==> config.mk <==
export PLATFORM = sky130hd
export DESIGN_NAME = ttc_intr_sched14
export DESIGN_NICKNAME = d
export VERILOG_FILES = /design/src/rtl/ttc_intr_sched14.sv
export SDC_FILE = /design/constraint.sdc
export NUM_CORES = 1
export LEC_CHECK = 0
export BUFFER_PORTS_ARGS = -buffer_cell sky130_fd_sc_hd__buf_4
export CAP_MARGIN = 5
export CELL_PAD_IN_SITES_DETAIL_PLACEMENT = 0
export CELL_PAD_IN_SITES_GLOBAL_PLACEMENT = 1
export CORE_MARGIN = 10
export CORE_UTILIZATION = 34
export DETAILED_ROUTE_END_ITERATION = 10
export PLACE_DENSITY_LB_ADDON = 0.1
export SYNTH_ARGS = -nofsm -noshare
export SYNTH_HDL_FRONTEND = slang
export SYNTH_SLANG_ARGS = --single-unit
==> constraint.sdc <==
create_clock -name pclk14 -period 2.8 [get_ports pclk14]
set_input_delay 0.14 -clock pclk14 [delete_from_list [all_inputs] [get_ports pclk14]]
set_output_delay 0.14 -clock pclk14 [all_outputs]
set_load 0.05 [all_outputs]
==> src/rtl/ttc_intr_sched14.sv <==
// rtl/ttc_intr_sched14.sv - round-robin interrupt scheduler for timer/counter channels
// Optional ack timeout enabled by defining TTC_SCHED_TIMEOUT_EN.
module ttc_intr_sched14 #(
  parameter int NUM_CH    = 3,
  parameter int ID_W      = 2,
  parameter int TO_CYCLES = 15,
  parameter int TO_W      = 4
) (
  input  logic              pclk14,
  input  logic              n_p_reset14,
  input  logic [NUM_CH-1:0] ch_intr,
  input  logic              sched_en,
  input  logic              irq_ack,
  output logic              irq_out,
  output logic [ID_W-1:0]   irq_id,
  output logic [NUM_CH-1:0] clear_out,
  output logic              busy,
  output logic              timeout_err
);

  localparam logic [1:0] IDLE  = 2'd0;
  localparam logic [1:0] PEND  = 2'd1;
  localparam logic [1:0] CLEAR = 2'd2;
  localparam logic [1:0] DRAIN = 2'd3;

  if (NUM_CH < 2 || NUM_CH > 4 || (2 ** ID_W) < NUM_CH || (2 ** TO_W) <= TO_CYCLES) begin : g_bad_params
    $error("ttc_intr_sched14: illegal parameter combination");
  end

  logic [1:0]      state;
  logic [ID_W-1:0] rr_ptr;
  logic [ID_W-1:0] winner;
  logic [ID_W-1:0] cand;
  logic            found;

  // Search starts just past the last winner so every requester gets a turn.
  always_comb begin
    winner = '0;
    cand   = '0;
    found  = 1'b0;
    for (int i = 1; i <= NUM_CH; i++) begin
      cand = ID_W'((int'(rr_ptr) + i) % NUM_CH);
      if (!found && ch_intr[cand]) begin
        winner = cand;
        found  = 1'b1;
      end
    end
  end

`ifdef TTC_SCHED_TIMEOUT_EN
  logic [TO_W-1:0] to_cnt;
  logic            to_err;
  assign timeout_err = to_err;
`else
  assign timeout_err = 1'b0;
`endif

  // irq_id doubles as the grant register for the whole service sequence.
  always_ff @(posedge pclk14 or negedge n_p_reset14) begin
    if (!n_p_reset14) begin
      state     <= IDLE;
      irq_out   <= 1'b0;
      irq_id    <= '0;
      clear_out <= '0;
      busy      <= 1'b0;
      rr_ptr    <= ID_W'(NUM_CH - 1);
`ifdef TTC_SCHED_TIMEOUT_EN
      to_cnt    <= '0;
      to_err    <= 1'b0;
`endif
    end else begin
      case (state)
        IDLE: begin
          if (sched_en && found) begin
            state   <= PEND;
            busy    <= 1'b1;
            irq_out <= 1'b1;
            irq_id  <= winner;
            rr_ptr  <= winner;
`ifdef TTC_SCHED_TIMEOUT_EN
            to_cnt  <= '0;
`endif
          end
        end
        PEND: begin
          if (irq_ack) begin
            irq_out   <= 1'b0;
            clear_out <= NUM_CH'(1) << irq_id;
            state     <= CLEAR;
          end else if (!ch_intr[irq_id]) begin
            irq_out <= 1'b0;
            busy    <= 1'b0;
            state   <= IDLE;
`ifdef TTC_SCHED_TIMEOUT_EN
          end else if (to_cnt == TO_W'(TO_CYCLES - 1)) begin
            irq_out <= 1'b0;
            busy    <= 1'b0;
            to_err  <= 1'b1;
            state   <= IDLE;
          end else begin
            to_cnt  <= to_cnt + 1'b1;
`endif
          end
        end
        CLEAR: begin
          clear_out <= '0;
          state     <= DRAIN;
        end
        DRAIN: begin
          busy  <= 1'b0;
          state <= IDLE;
        end
        default: begin
          irq_out   <= 1'b0;
          clear_out <= '0;
          busy      <= 1'b0;
          state     <= IDLE;
        end
      endcase
    end
  end

endmodule
; ---- After elaboration in Yosys (flattened, before gate mapping)
; Cells that the tools add are included.
[totals]
ff_bits = 11
in_bits = 7
out_inout_bits = 8
elab_cells = 65
[classes]
addsub = 3
div_mod_pow = 3
magnitude_cmp = 4
eq_ne = 8
shifts = 1
n_mux = 26
n_reduce_logical = 14
[op_table]
columns = op, n
row1 = "32-bit by 3-bit remainder unit with 32-bit output, second input constant", 3
row2 = "2-bit by 3-bit < comparator with 1-bit output, second input constant", 4
row3 = 2-bit 2-to-1 mux, 6
row4 = 1-bit 2-to-1 mux, 11
row5 = 1-bit binary-select mux with 2-bit select, 4
row6 = "2-bit inequality test, second input constant", 4
row7 = 2-bit case mux with 4 select lines, 1
row8 = "2-bit by 2-bit adder with 3-bit output, second input constant", 2
row9 = 3-bit case mux with 2 select lines, 1
row10 = 2-bit AND reduction, 3
row11 = "2-bit == test, second input constant", 2
row12 = 4-bit AND reduction, 1
row13 = 2-bit nonzero test, 2
row14 = "2-bit by 1-bit adder with 3-bit output, second input constant", 1
row15 = 1-bit logical AND, 3
row16 = 3-bit 2-to-1 mux, 1
row17 = "3-bit inequality test, second input constant", 1
row18 = 1-bit case mux with 3 select lines, 1
row19 = 3-bit AND reduction, 1
row20 = 3-bit nonzero test, 1
row21 = "1-bit by 2-bit left shift with 3-bit output, first input constant", 1
row22 = "2-bit by 1-bit == test with 1-bit output, second input constant", 1
row23 = 1-bit zero test, 2
row24 = 2-bit zero test, 1
row25 = 1-bit case mux with 2 select lines, 1

; ---- Longest topological paths before layout
[depth]
ltp_word = 14
depth_mapped = 8
depth_no_buf = 7

; ---- Worst setup path after synthesis
; OpenSTA, ideal clock, no wires.
[synth_timing]
path_kind = reg-to-reg
startpoint = register irq_id[0]
endpoint = register busy
setup_ns = 0.124
t_arrival_ns = 2.027
t_required_ns = 2.676
slack_ns = 0.649
path_stages_with_launch = 9
path_buffers = 1
synth_period_minus_slack_ns = 2.151
cell_sequence = dfrtp_1 inv_1 ha_1 buf_6 nor2b_4 o21a_4 o41ai_4 nor4_1 a211o_1
[synth_between]
elab_chain_len = 4
[synth_lines]
columns = element, line
row1 = "start, declared", 15  ; output logic [ID_W-1:0] irq_id,
row2 = "start signal, assigned", 78  ; irq_id <= winner;
row3 = 1-bit binary-select mux with 2-bit select, 90  ; end else if (!ch_intr[irq_id]) begin
row4 = 1-bit 2-to-1 mux (implied by the code), 90
row5 = 2-bit inequality test (no line), -
row6 = 4-bit AND reduction (no line), -
row7 = "end signal, assigned", 92  ; busy <= 1'b0;
row8 = "end signal, assigned", 110  ; busy <= 1'b0;
row9 = "end signal, assigned", 116  ; busy <= 1'b0;
row10 = "end, declared", 17  ; output logic busy,
; Every way passes these cells. The select of a mux whose other input is x is not followed.
; A chain may end at the register's enable or synchronous reset.

; ---- Final worst setup path
; Same ends and word-level chain as after synthesis.

==> impl_metrics.env <==
export IMPL_crit_type="reg -> reg"
export IMPL_wirelength_microns=1960
export IMPL_rsz0062_at_grt="false"
export IMPL_critPathLaunchType="flop"
export IMPL_avgRoutedWirePerCell_microns=14.4
export IMPL_track_usage_pct=8.19
export IMPL_ys_warn_count=0
export IMPL_path_clk_slew_ns=0.07
export IMPL_syn_nets=107
export IMPL_crit_chain="inv_1, ha_1, nor2b_1, o21a_4, o41ai_4, nor4_1, a211o_1"
export IMPL_ir_worst_vdd_mv=0.645
export IMPL_grt_max_degree=11
export IMPL_p_switching_w=0.000659
export IMPL_dr_first_iter_drc_count=41
export IMPL_grt_overflow=0
export IMPL_crit_fanout=8
export IMPL_cts_root_buf="clkbuf_4"
export IMPL_drcViolationCount=0
export IMPL_drtAntennaViolNets=0
export IMPL_p_int_w=0.000659
export IMPL_clkSinkCount=10
export IMPL_ys_seq_area_share_pct=29.1
export IMPL_cp_required_ns=2.95
export IMPL_worstPathArrival_ns=2.53
export IMPL_gp_congestion=0.831
export IMPL_coreArea_sq_um=2450
export IMPL_dr_total_vias=719
export IMPL_io_buffers=13
export IMPL_rows=18
export IMPL_drv_cap=0
export IMPL_hp_class="in -> reg"
export IMPL_final_common_cell="buf_4"
export IMPL_most_common_layout_cells="buf_4, dfrtp_1, inv_1, o21ai_0, ha_1"
export IMPL_avgSynthCellArea_sq_um=9.40
export IMPL_power_frac_comb_pct=68.0
export IMPL_drive_gt1_share_pct=24.5
export IMPL_p_leak_nw=0.470
export IMPL_cts_made_buffers=3
export IMPL_pwr_share_seq_pct=21.9
export IMPL_grt_pass1_wl_microns=3380
export IMPL_synth_cell_type_count=38
export IMPL_period_share_pct=84.8
export IMPL_numPlacedInstances=131
export IMPL_grt_pass1_vias=729
export IMPL_cts_resized=0
export IMPL_postSynthCellCount=92
export IMPL_cts_buffer_depth=2
export IMPL_final_cells=136
export IMPL_htreeDepth=1
export IMPL_pin_count=15
export IMPL_swShare_pct=50.0
export IMPL_antenna_found_initial=0
export IMPL_hold_viol_final=0
export IMPL_dr_pass1_iters=4
export IMPL_fin_nets=122
export IMPL_dieHeight_microns=70.4
export IMPL_clk_latency_ns=0.27
export IMPL_period_needed_ns=2.37
export IMPL_viasPerCell=5.29
export IMPL_finalSetupViolCount=0
export IMPL_hpwl_microns=1570
export IMPL_floorplan_initialDensity_pct=35.2
export IMPL_slowest_stage="dfrtp_1"
export IMPL_p_clk_share_pct=10.1
export IMPL_syn_to_final_growth_pct=17.5
export IMPL_design_die_area_sq_um=4960
export IMPL_antennaDiodeCount=0
export IMPL_status="complete, no violations"
export IMPL_maxSlewViolCount=0
export IMPL_r2r_setup_slack_ns=0.43
export IMPL_fin_tns_setup_ns=0
export IMPL_cp_end_kind="flop"
export IMPL_cellPowerDensity_nw_per_um2=1300
export IMPL_synth_ff_latch_count=10
export IMPL_fp_dieW_microns=70.4
export IMPL_slowest_delay_ns=0.47
export IMPL_syn_cell_area_sq_um=865
export IMPL_cts_tree="done"
export IMPL_fin_skew_ns=0.00331
export IMPL_clock_fmax_ghz=0.421
## flip-flops by register name (all words and copies together), names as in the netlist, named ones only
register,count
busy,1
clear_out,3
rr_ptr,1
irq_out,1
irq_id,2
state,1
## cells by family (layout without fill, tap and decap cells)
logic type / count (synthesis) / in the layout / synth area share [%]
simple gates: 29 / 29 / 19.2
compound gates: 28 / 28 / 27.9
buf+inv: 12 / 26 / 6.95
flops: 10 / 10 / 29.1
fa+ha+maj: 8 / 8 / 11.6
mux: 4 / 4 / 4.78
other cells: 1 / 1 / 0.434
## synth_stat cells
| master | number | area share (%) |
|---|---|---|
| nor3_1 | 2 | 1.2 |
| nor2b_4 | 1 | 1.6 |
| nor2_2 | 1 | 0.72 |
| a211o_1 | 1 | 1.0 |
| and3b_1 | 1 | 1.0 |
| o32a_1 | 1 | 1.2 |
| nand2_1 | 6 | 2.6 |
| nor2_1 | 4 | 1.7 |
| mux2i_1 | 3 | 3.5 |
| a31oi_1 | 1 | 0.72 |
| o41ai_1 | 1 | 1.0 |
| conb_1 | 1 | 0.43 |
| nand3b_1 | 1 | 0.87 |
| dfstp_2 | 1 | 3.0 |
| o211ai_1 | 1 | 0.87 |
| a22o_1 | 3 | 3.0 |
| nor4_1 | 1 | 0.72 |
| a41oi_1 | 1 | 1.0 |
| o21ai_0 | 8 | 4.6 |
| a21oi_1 | 4 | 2.3 |
| nand3_1 | 1 | 0.58 |
| clkbuf_1 | 1 | 0.43 |
| nand2b_1 | 2 | 1.4 |
| inv_1 | 8 | 3.5 |
| o32ai_1 | 1 | 1.0 |
| ha_1 | 8 | 12 |
| and2_1 | 1 | 0.72 |
| o41ai_4 | 2 | 6.4 |
| mux2_2 | 1 | 1.3 |
| or3b_1 | 1 | 1.0 |
| nor2b_1 | 5 | 3.6 |
| or2_2 | 2 | 1.4 |
| a2bb2oi_1 | 2 | 2.0 |
| buf_6 | 1 | 1.3 |
| buf_4 | 2 | 1.7 |
| o21a_4 | 1 | 1.7 |
| o2bb2ai_1 | 1 | 1.0 |
| dfrtp_1 | 9 | 26 |
## power by group through the flow
stage | clock network, W | logic, W | registers [W]
floorplan | 0 | 0.000612 | 0.000402
global placement | 0 | 0.000911 | 0.000290
detailed placement | 0 | 0.000901 | 0.000290
CTS | 0.000136 | 0.000906 | 0.000289
global route | 0.000150 | 0.000981 | 0.000303
finish | 0.000133 | 0.000896 | 0.000288
## worst paths after layout
check / cells past startpoint / endpoint / from
setup / recovery: 7 / busy$_DFFE_PN0P_ / irq_id[0]$_DFFE_PN0P_
hold reg to reg: 2 / rr_ptr[1]$_DFFE_PN1P_ / rr_ptr[1]$_DFFE_PN1P_
min in group asynchronous: 2 / irq_id[1]$_DFFE_PN0P_ / n_p_reset14
hold / removal: 3 / irq_id[0]$_DFFE_PN0P_ / ch_intr[1]
setup reg to reg: 7 / busy$_DFFE_PN0P_ / irq_id[0]$_DFFE_PN0P_
max in group asynchronous: 2 / rr_ptr[1]$_DFFE_PN1P_ / n_p_reset14
## routing by layer
metal | part of all wire (%) | GRT usage, %
met1 | 44 | 9.19
met2 | 51 | 13.6
met3 | 4.0 | 2.97
met4 | 0.61 | 3.29
met5 | 0 | 0
## critical path: cells and delay by family, from the launching register on
family | cells | cell delay [ns]
adder cells (fa/ha/maj) | 1 | 0.46
buffers and inverters | 1 | 0.14
AO/OA/AOI/OAI | 3 | 0.97
AND/OR/NAND/NOR | 2 | 0.22
flip-flops | 1 | 0.47
## through the flow
step	util, %	setup slack [ns]	cell area [sq um]	hold WS [ns]	total power (W)
floorplan	-	0.649	865	-0.156	0.00101
detailed placement	39.5	0.448	970	-0.0203	0.00119
CTS	41.4	0.418	1020	0.230	0.00133
finish	41.4	0.426	1020	0.231	0.00132
global route	41.4	0.183	1020	0.221	0.00143
global placement	39.5	0.501	970	-0.0162	0.00120
## layout make-up
class / count / area (sq um)
fill: 251 / 1440
multi-input combinational: 70 / 553
sequential: 10 / 251
timing repair buffer: 14 / 108
tap: 30 / 37.5
clock buffer: 4 / 36.3
inverter: 8 / 30.0
## what timing repair did
item,in CTS,in global routing
buffers inserted,0,0
hold buffers,1,0
hold endpoints to repair,10,0
(Power assumes the default switching activity.)
